**src/rtl/alu_sequencer.sv**
```systemverilog
// ALU bus sequencer: arbitrates two requesters and issues LATCHOP / WRITEC / [WRITEF] commands.
// Define ALU_SEQ_RR_EN for round-robin arbitration; the default build is fixed priority (req 0).
package alu_seq_pkg;
  typedef enum logic [1:0] {
    COM_NONE    = 2'd0,
    COM_LATCHOP = 2'd1,
    COM_WRITEC  = 2'd2,
    COM_WRITEF  = 2'd3
  } command_t;
endpackage

module alu_sequencer
  import alu_seq_pkg::*;
#(
  parameter int unsigned WORDSIZE = 16,
  parameter int unsigned OPW      = 4
) (
  input  logic                i_Clk,
  input  logic                i_Reset_n,
  input  logic [1:0]          i_req,
  input  logic [OPW-1:0]      i_op0,
  input  logic [OPW-1:0]      i_op1,
  input  logic [1:0]          i_wflags,
  output logic [1:0]          o_grant,
  output logic [1:0]          o_done,
  output logic                o_busy,
  output logic                o_bus_valid,
  output command_t            o_bus_command,
  output logic [WORDSIZE-1:0] o_bus_data
);

  typedef enum logic [2:0] {StIdle, StLatchOp, StWriteC, StWriteF, StDone} state_t;

  state_t         state_q;
  logic           wflags_q;
  logic           win;
  logic [1:0]     win_grant;
  logic [OPW-1:0] win_op;
  logic           win_wflags;

`ifdef ALU_SEQ_RR_EN
  logic rr_q;
  assign win = (i_req == 2'b11) ? rr_q : i_req[1];
`else
  assign win = i_req[1] & ~i_req[0];
`endif

  assign win_grant  = win ? 2'b10 : 2'b01;
  assign win_op     = win ? i_op1 : i_op0;
  assign win_wflags = win ? i_wflags[1] : i_wflags[0];

  // Outputs are registered alongside the state; the opcode is captured straight into the
  // LATCHOP data register and the owner lives in o_grant.
  always_ff @(posedge i_Clk or negedge i_Reset_n) begin
    if (!i_Reset_n) begin
      state_q       <= StIdle;
      wflags_q      <= 1'b0;
`ifdef ALU_SEQ_RR_EN
      rr_q          <= 1'b0;
`endif
      o_grant       <= '0;
      o_done        <= '0;
      o_busy        <= 1'b0;
      o_bus_valid   <= 1'b0;
      o_bus_command <= COM_NONE;
      o_bus_data    <= '0;
    end else begin
      o_done <= '0;
      unique case (state_q)
        StIdle: begin
          if (|i_req) begin
            state_q       <= StLatchOp;
            wflags_q      <= win_wflags;
`ifdef ALU_SEQ_RR_EN
            rr_q          <= ~win;
`endif
            o_grant       <= win_grant;
            o_busy        <= 1'b1;
            o_bus_valid   <= 1'b1;
            o_bus_command <= COM_LATCHOP;
            o_bus_data    <= WORDSIZE'(win_op);
          end
        end
        StLatchOp: begin
          state_q       <= StWriteC;
          o_bus_command <= COM_WRITEC;
          o_bus_data    <= '0;
        end
        StWriteC: begin
          if (wflags_q) begin
            state_q       <= StWriteF;
            o_bus_command <= COM_WRITEF;
          end else begin
            state_q       <= StDone;
            o_bus_valid   <= 1'b0;
            o_bus_command <= COM_NONE;
            o_done        <= o_grant;
          end
        end
        StWriteF: begin
          state_q       <= StDone;
          o_bus_valid   <= 1'b0;
          o_bus_command <= COM_NONE;
          o_done        <= o_grant;
        end
        StDone: begin
          // Leaving DONE always passes through IDLE, so held requests wait one cycle.
          state_q <= StIdle;
          o_grant <= '0;
          o_busy  <= 1'b0;
        end
        default: begin
          state_q       <= StIdle;
          o_grant       <= '0;
          o_busy        <= 1'b0;
          o_bus_valid   <= 1'b0;
          o_bus_command <= COM_NONE;
          o_bus_data    <= '0;
        end
      endcase
    end
  end

endmodule

```
**config.mk**
```make
export PLATFORM = sky130hd
export DESIGN_NAME = alu_sequencer
export DESIGN_NICKNAME = d
export VERILOG_FILES = /design/src/rtl/alu_sequencer.sv
export SDC_FILE = /design/constraint.sdc
export NUM_CORES = 1
export LEC_CHECK = 0
export CORE_MARGIN = 3
export CORE_UTILIZATION = 49
export DETAILED_ROUTE_END_ITERATION = 7
export DONT_BUFFER_PORTS = 1
export GPL_ROUTABILITY_DRIVEN = 0
export SLEW_MARGIN = 20
export SYNTH_ARGS = -nofsm -noshare
export SYNTH_HDL_FRONTEND = slang
export SYNTH_SLANG_ARGS = --single-unit
```
**constraint.sdc**
```tcl
create_clock -name i_Clk -period 2.95 [get_ports i_Clk]
set_clock_uncertainty 0.05 [all_clocks]
set_input_delay 0.7375 -clock i_Clk [delete_from_list [all_inputs] [get_ports i_Clk]]
set_output_delay 0.7375 -clock i_Clk [all_outputs]
set_load 0.02 [all_outputs]
```
==> results.cfg, run 1 <==
[critical_path]
arrival_ns = 0.79
regToRegEndpoint = o_bus_data[3]$_DFFE_PN0P_
cp_data_required_time_ns = 2.16
worstSetupPathDepth = 0
timing.reg2reg.setup_slack_ns = 1.63
setup.worst_path.end_class = primary output
timing.critical_path.from_type = flip-flop
worst-setup-path-type = reg -> out
rr_startpoint = state_q[2]$_DFFE_PN0P_
reg2regPathDepth = 3
timing.critical_path.fanout_max = 4

[power]
pwr-share-clk = 0.155
p_int_mw = 0.516
max-vdd-ir-drop_mv = 0.611
power.switching_fraction = 0.439
share_seq_of_total_power = 0.545
power.density_cell_area_nw_per_um2 = 1120
netSwitchingPower_mw = 0.404
total_leakage_power_nw = 0.397
power.share.combinational = 0.300

[placement]
preCtsSetupSlack_ns = 1.42
place.port_buffers = 0
place.detailed.hpwl_um = 1040

[routing]
drtIter0Drc = 2
num_vias = 481
routed_via_density = 5.40
wl_per_cell_um = 16.4
route.antenna.remaining_nets = 0
drtPass1Iterations = 2
final_routed_wirelength_across_all_metal_layers_um = 1460
drt_drc_violations_left = 0

[cts]
ctsHoldBuffers = 0
cts_buffer_depth = 2
insertion_delay_ns = 0.28
cts_num_sinks = 16
post_cts.repair.setup_buffers = 0
cts-buffers-inserted = 3
cts_h_tree_lvls = 1
tritoncts = yes
cts_repair_resize_count = 0
root_buffer = clkbuf_4
clk_transition_reported_paths_ns = 0.09

[synthesis]
postSynthRegisterBits = 16
synth_cell_types = 28
synth_top_area_frac = 0.475
dominantRegCellSynth = dfrtp_1
synth.avg_cell_area_um2 = 11.6
synthCells = 73
netlist.top_cell.by_area = dfrtp_1
syn_area_um2 = 843
synth_seq_area_share = 0.475
netlist_top_cells_count = dfrtp_1, buf_4, a21oi_1, mux2i_1, o2bb2ai_1
postSynth.asyncResetShare = 1.00
yosysMostFrequentCell = dfrtp_1
ys.warnings.count = 0
synth_area_leaders = dfrtp_1, buf_4, mux2i_1, o2bb2ai_1, a21oi_1
synth-edff-count = 0

[die]
die_x_um = 47.5
num_rows = 14
floorplan.die_area_um2 = 2250
start_util = 0.541
die_h_um = 47.5
core_region_area_um2 = 1560
design.portCount = 38

[global_route]
grt_use_total = 0.158
global_route_wire_length_before_repair_um = 2340
antenna_found_initial = 0
grt_max_degree = 17
overflow = 0
first_global_vias = 459

[sta]
clock.fmax_ghz = 0.635
period_share = 0.534
setup_slack_ns = 1.37
hold_viol = 0
finalSetupTns_ns = 0
post-route-min-period_ns = 1.58
rsz_0062_raised_after_global_routing = false
setup_viol = 0
report.final.slew_viol_count = 0

[worst_hold_path]
holdCritPathClass = in -> async

[run]
cap_viol_max_count = 0

[cells_and_area]
layout-drive-gt1-share = 0.164
synthToLayoutAreaGrowth_pct = -2.37
final.fill_count = 141
num-nets-final = 88
insertedDiodeCount = 0

[outcome]
outcome = finished clean
flip-flops by register name (all words and copies together), names as in the netlist:
signal	count
wflags_q	1
o_busy	1
o_done	2
state_q	3
o_bus_data	4
o_grant	2
o_bus_valid	1
o_bus_command	2
cell families (layout without fill, tap and decap cells):
logic type,count (synthesis),in the layout,share of synthesized area
AOI/OAI and AO/OA,19,19,0.190
DFF,16,16,0.475
and+or+nand+nor,14,14,0.111
muxes,6,6,0.0712
other,1,12,0.00445
buffers and inverters,17,6,0.148
worst max path at each step:
stage,from,to
2_1_floorplan,i_req[0],o_bus_data[0]$_DFFE_PN0P_
3_3_place_gp,i_req[0],o_bus_data[3]$_DFFE_PN0P_
3_5_place_dp,i_req[0],o_bus_data[3]$_DFFE_PN0P_
4_1_cts,o_bus_valid$_DFFE_PN0P_,o_bus_valid
5_1_grt,o_bus_valid$_DFFE_PN0P_,o_bus_valid
6_report,o_bus_valid$_DFFE_PN0P_,o_bus_valid
cell usage in the layout (no fill, tap or decap), drive strengths merged, types with 3 or more instances in the layout:
cell | netlist | routed
clkbuf | 0 | 4
mux2i | 6 | 6
o2bb2ai | 4 | 4
nand2 | 3 | 3
a21oi | 7 | 7
nand2b | 3 | 3
conb | 1 | 12
dfrtp | 16 | 16
power by group through the flow:
stage | registers (mW) | logic, mW | clock network, mW
5_1_grt | 0.521 | 0.316 | 0.162
6_report | 0.501 | 0.276 | 0.143
3_3_place_gp | 0.504 | 0.269 | 0
4_1_cts | 0.503 | 0.280 | 0.148
2_1_floorplan | 0.453 | 0.301 | 0
3_5_place_dp | 0.507 | 0.276 | 0
layout make-up:
cell class	count	area, um^2	share of cell area
sequential	16	400	0.486
multi-input combinational	51	359	0.436
clock buffer	4	36.3	0.0441
tap	16	20.0	0.0243
inverter	2	7.51	0.00912
per-stage QoR:
step	std cells	cell area [um^2]	util	power (mW)	hold WS (ns)
after floorplan	84	885	-	0.754	0.392
after global placement	85	787	0.505	0.773	0.392
after detailed placement	85	787	0.505	0.783	0.392
after CTS	89	823	0.528	0.932	0.0758
after global routing	89	823	0.528	0.999	0.0524
final	89	823	0.528	0.920	0.0855
per-layer routing:
metal | wire length (um) | global-route usage | part of all wire | vias to the layer above
li1 | - | - | - | 231
met1 | 640 | 0.209 | 0.44 | 225
met2 | 680 | 0.235 | 0.47 | 23
met3 | 127 | 0.0752 | 0.087 | 2
met4 | 13 | 0.0331 | 0.0089 | 0
met5 | 0 | 0 | 0 | -
Power figures use the tool's default switching activity.
==> run 2: changes to the inputs <==
--- a/config.mk
+++ b/config.mk
@@ -10,6 +10,7 @@
 export DETAILED_ROUTE_END_ITERATION = 7
 export DONT_BUFFER_PORTS = 1
 export GPL_ROUTABILITY_DRIVEN = 0
+export PLACE_DENSITY = 0.66
 export SLEW_MARGIN = 20
 export SYNTH_ARGS = -nofsm -noshare
 export SYNTH_HDL_FRONTEND = slang
==> constraint.sdc (replaced) <==
create_clock -name i_Clk -period 1.4 [get_ports i_Clk]
set_clock_uncertainty 0.05 [all_clocks]
set_input_delay 0.35 -clock i_Clk [delete_from_list [all_inputs] [get_ports i_Clk]]
set_output_delay 0.35 -clock i_Clk [all_outputs]
set_load 0.02 [all_outputs]
==> results.cfg, run 2 (same netlist as run 1, synthesis figures left out) <==
[outcome]
outcome = finished clean

[die]
num_rows = 14
design.portCount = 38
die_x_um = 47.5
floorplan.die_area_um2 = 2250
start_util = 0.541
core_region_area_um2 = 1560
die_h_um = 47.5

[global_route]
grt_max_degree = 17
overflow = 0
first_global_vias = 455
groute.layer.met1.usage = 0.172
m2_gr_usage = 0.195
grt-busiest-layer = met2
global_route_wire_length_before_repair_um = 2080
grt_use_total = 0.132
gr-usage-met3 = 0.0564
antenna_found_initial = 0

[power]
max-vdd-ir-drop_mv = 1.05
power.density_cell_area_nw_per_um2 = 2310
total_leakage_power_nw = 0.402

[cts]
insertion_delay_ns = 0.28
cts-buffers-inserted = 3
root_buffer = clkbuf_4
cts_buffer_depth = 2
clk_transition_reported_paths_ns = 0.09
cts_h_tree_lvls = 1
tritoncts = yes
post_cts.repair.setup_buffers = 0
cts_num_sinks = 16

[critical_path]
timing.critical_path.fanout_max = 9
path_delay_family = compound AO/OA/AOI/OAI gates
worst-setup-path-type = reg -> reg
cp_data_required_time_ns = 1.56
setup.worst_path.end_class = flip-flop
timing.critical_path.slowest_stage_cell = dfrtp_1
arrival_ns = 1.42
cp.buffers_inverters = 0
slowest_delay_ns = 0.51
timing.reg2reg.setup_slack_ns = 0.14
crit_chain = o21ba_2 -> o31ai_4 -> o2bb2ai_1
timing.critical_path.from_type = flip-flop

[cells_and_area]
postLayoutCoreUtil = 0.535
synthToLayoutAreaGrowth_pct = -1.19
finalInstanceArea_um2 = 833
registers.top_by_ff_count = o_bus_data
layout-drive-gt1-share = 0.162
number_of_flip_flops_under_the_largest_register_name = 4
layout_commonest_cell = dfrtp_1
final_cell_mix = dfrtp_1, conb_1, mux2i_1, a21oi_1, o2bb2ai_1
insertedDiodeCount = 0
reg.largest.list = o_bus_data (4), state_q (3)
num-nets-final = 89

[sta]
worst_slew_pin_slew_ns = 0.713
whs_ns = 0.0987
report.final.slew_viol_count = 0
clock.fmax_ghz = 0.791
finalSetupTns_ns = 0
post-route-min-period_ns = 1.26
setup_viol = 0
period_share = 0.903
hold_viol = 0
rsz_0062_raised_after_global_routing = false
slew_headroom = 0.523

[routing]
num_vias = 499
drtPass1Iterations = 4
final_routed_wirelength_across_all_metal_layers_um = 1350
drtIter0Drc = 6
route.antenna.remaining_nets = 0
drt_drc_violations_left = 0
wl_per_cell_um = 14.9
routed_via_density = 5.54

[worst_hold_path]
holdCritPathClass = in -> reg

[placement]
place.detailed.hpwl_um = 1020
place.port_buffers = 0
area_post_placement_um2 = 787

[run]
cap_viol_max_count = 0
## run 2: cell count changes in the layout (fill, tap and decap cells not counted)
cell	change
dlygate4sd3_1	+1
## run 2: layout make-up
type | count | area (um^2)
fillers | 133 | 726
well taps | 16 | 20.0
repair buffers | 1 | 10.0
flip-flops and latches | 16 | 400
multi-input cells | 51 | 359
clock buffers | 4 | 36.3
inverters | 2 | 7.51
## run 2: routing by layer
metal	part of all wire	vias up
met3	0.11	0
met1	0.45	236
met5	0	-
li1	-	237
met2	0.44	26
met4	0	0
## run 2: power by group
group | internal, mW | switching [mW]
Sequential | 0.654 | 0.393
Clock | 0.158 | 0.140
Combinational | 0.277 | 0.305
Total | 1.09 | 0.839
## run 2: final timing paths
path / start / endpoint / depth (start not counted)
setup reg to reg: state_q[2]$_DFFE_PN0P_ / o_bus_data[0]$_DFFE_PN0P_ / 3
max in group asynchronous: i_Reset_n / o_bus_command[0]$_DFFE_PN0P_ / 1
min in group asynchronous: i_Reset_n / o_bus_valid$_DFFE_PN0P_ / 1
setup / recovery: state_q[2]$_DFFE_PN0P_ / o_bus_data[0]$_DFFE_PN0P_ / 3
hold / removal: i_req[0] / o_grant[1]$_DFFE_PN0P_ / 1
hold reg to reg: wflags_q$_DFFE_PN0P_ / state_q[2]$_DFFE_PN0P_ / 1
## run 2: through the flow
| step | setup slack (ns) | power [mW] | cells |
|---|---|---|---|
| 4_1_cts | 0.125 | 1.95 | 90 |
| 6_report | 0.135 | 1.93 | 90 |
| 3_3_place_gp | 0.179 | 1.63 | 85 |
| 3_5_place_dp | 0.154 | 1.64 | 85 |
| 2_1_floorplan | 0.270 | 1.59 | 84 |
| 5_1_grt | 0.0407 | 2.06 | 90 |
## run 2: timing repair
item	CTS	global route
hold endpoints to repair	16	0
endpoints found under the setup margin	0	0
resized for setup	0	0
hold buffers	1	0
==> run 3: changes to the inputs <==
--- a/config.mk
+++ b/config.mk
@@ -5,6 +5,7 @@
 export SDC_FILE = /design/constraint.sdc
 export NUM_CORES = 1
 export LEC_CHECK = 0
+export ABC_AREA = 1
 export CORE_MARGIN = 3
 export CORE_UTILIZATION = 49
 export DETAILED_ROUTE_END_ITERATION = 7
==> results.cfg, run 3 <==
[outcome]
outcome = finished clean

[sta]
hold_viol = 0
finalSetupTns_ns = 0
rsz_0062_raised_after_global_routing = false
report.final.slew_viol_count = 0
slew_headroom = 0.525
worst_slew_pin_slew_ns = 0.710
period_share = 0.842
clock.fmax_ghz = 0.848
post-route-min-period_ns = 1.18
setup_viol = 0
whs_ns = 0.173

[worst_hold_path]
holdCritPathClass = in -> reg

[synthesis]
synth_cell_types = 17
synth_simple_gate_area_frac = 0.305
synth_top_area_frac = 0.462
synth_area_leaders = dfrtp_1, nand2_1, buf_4, nand3_1, nor2_4
area_share_of_fa_ha_maj_cells_after_synthesis = 0
synth.avg_cell_area_um2 = 8.25
ys.warnings.count = 0
synth_top_family_by_area = simple AND/OR/NAND/NOR gates
yosysMostFrequentCell = nand2_1
syn_area_um2 = 866
synth_xor_area_frac = 0
synth_mux_area_frac = 0
postSynthRegisterBits = 16
synth_seq_area_share = 0.462
synth-compound-area-share = 0.0636
netlist_top_cells_count = nand2_1, dfrtp_1, buf_4
synthCells = 105
synth-edff-count = 0
postSynth.asyncResetShare = 1.00
netlist.top_cell.by_area = dfrtp_1
dominantRegCellSynth = dfrtp_1

[cells_and_area]
postLayoutCoreUtil = 0.547
final.fill_count = 154
insertedDiodeCount = 0
reg.largest.list = o_bus_data (4), state_q (3)
layout_commonest_cell = nand2_1
layoutNonFillerInstCount = 123
final_cell_mix = nand2_1, dfrtp_1, conb_1
synthToLayoutAreaGrowth_pct = -0.433
num-nets-final = 123
layout-drive-gt1-share = 0.187
finalInstanceArea_um2 = 862
registers.top_by_ff_count = o_bus_data
number_of_flip_flops_under_the_largest_register_name = 4

[cts]
tritoncts = yes
cts_repair_resize_count = 0
ctsHoldBuffers = 1
clk_transition_reported_paths_ns = 0.08
cts_h_tree_lvls = 1
cts_num_sinks = 16
cts_buffer_depth = 2
root_buffer = clkbuf_4
insertion_delay_ns = 0.28
cts-buffers-inserted = 3
post_cts.repair.setup_buffers = 0

[critical_path]
arrival_ns = 0.78
worst-setup-path-type = reg -> out
setup.worst_path.start = o_bus_data[1]$_DFFE_PN0P_
cp_data_required_time_ns = 1.00
timing.critical_path.fanout_max = 2
timing.critical_path.from_type = flip-flop
timing.reg2reg.setup_slack_ns = 0.24
reg2regPathDepth = 5
regToRegEndpoint = o_bus_data[0]$_DFFE_PN0P_
rr_startpoint = state_q[1]$_DFFE_PN0P_
worstSetupPathDepth = 0
setup.worst_path.end_class = primary output
endpoint = o_bus_data[1]

[global_route]
grt_use_total = 0.162
grt_max_degree = 17
overflow = 0
first_global_vias = 545
global_route_wire_length_before_repair_um = 2480
antenna_found_initial = 0

[power]
pwr-share-clk = 0.119
power.switching_fraction = 0.488
total_leakage_power_nw = 0.467
netSwitchingPower_mw = 0.938
power.share.combinational = 0.387
max-vdd-ir-drop_mv = 1.22
power.density_cell_area_nw_per_um2 = 2230
share_seq_of_total_power = 0.494
p_int_mw = 0.982

[placement]
place.detailed.hpwl_um = 1240
area_post_placement_um2 = 830
dp_cells = 119
place.port_buffers = 0

[routing]
routed_via_density = 5.11
num_vias = 629
route.antenna.remaining_nets = 0
drt_drc_violations_left = 0
drtIter0Drc = 15
final_routed_wirelength_across_all_metal_layers_um = 1550
drtPass1Iterations = 4
wl_per_cell_um = 12.6

[die]
design.portCount = 38
num_rows = 14
floorplan.die_area_um2 = 2310
die_x_um = 48.0
core_region_area_um2 = 1580
die_h_um = 48.0
start_util = 0.549

[run]
cap_viol_max_count = 0
[run 3: cell types whose count changed after synthesis, moves of 3 or more]
cell       delta
inv_2         +6
o21ai_1       +3
nand2b_1      -3
inv_1         +4
o2bb2ai_1     -4
nor2_1        +3
mux2i_1       -6
nand3_1      +10
nand2_1      +26
[run 3: final cells by class]
cell class	instances	area [um^2]	share of cell area
Clock buffer	3	22.5	0.0261
Inverter	12	45.0	0.0522
Multi-Input combinational cell	75	364	0.422
Sequential cell	16	400	0.464
Tap cell	16	20.0	0.0232
Timing Repair Buffer	1	10.0	0.0116
[run 3: cells by family after synthesis]
kind of cell,count (synthesis)
buffers and inverters,25
DFF,16
and+or+nand+nor,53
AOI/OAI and AO/OA,10
other,1
[run 3: worst min path at each step]
stage,start,to,slack (ns),cells after the start
2_1_floorplan,i_Reset_n,o_bus_command[0]$_DFFE_PN0P_,0.004,0
3_3_place_gp,i_Reset_n,o_busy$_DFFE_PN0P_,0.005,0
3_5_place_dp,i_Reset_n,o_busy$_DFFE_PN0P_,0.005,0
4_1_cts,i_req[0],o_grant[0]$_DFFE_PN0P_,0.17,2
5_1_grt,i_req[0],o_grant[0]$_DFFE_PN0P_,0.16,2
6_report,i_req[0],o_grant[0]$_DFFE_PN0P_,0.17,2
[run 3: worst register-to-register path, delay by kind of cell (launching register included)]
family / cells / cell delay (ns)
AOI/OAI and AO/OA: 1 / 0.15
DFF: 1 / 0.42
and+or+nand+nor: 4 / 0.48
[run 3: power groups by stage]
stage / clock, mW / sequential [mW] / combinational (mW)
2_1_floorplan: 0 / 0.927 / 0.639
3_3_place_gp: 0 / 0.959 / 0.722
3_5_place_dp: 0 / 0.961 / 0.735
4_1_cts: 0.239 / 0.954 / 0.752
5_1_grt: 0.266 / 0.979 / 0.868
6_report: 0.229 / 0.949 / 0.742
[run 3: per-layer routing]
| layer | wire length, um | track usage |
|---|---|---|
| met1 | 635 | 0.220 |
| met2 | 730 | 0.214 |
| met3 | 169 | 0.0865 |
| met4 | 11 | 0.0645 |
| met5 | 0 | 0 |
[run 3: metrics by stage]
stage	power [mW]	setup slack, ns
final	1.92	0.221
after global placement	1.68	0.262
after global routing	2.11	0.109
after detailed placement	1.70	0.241
after floorplan	1.57	0.353
after CTS	1.94	0.207
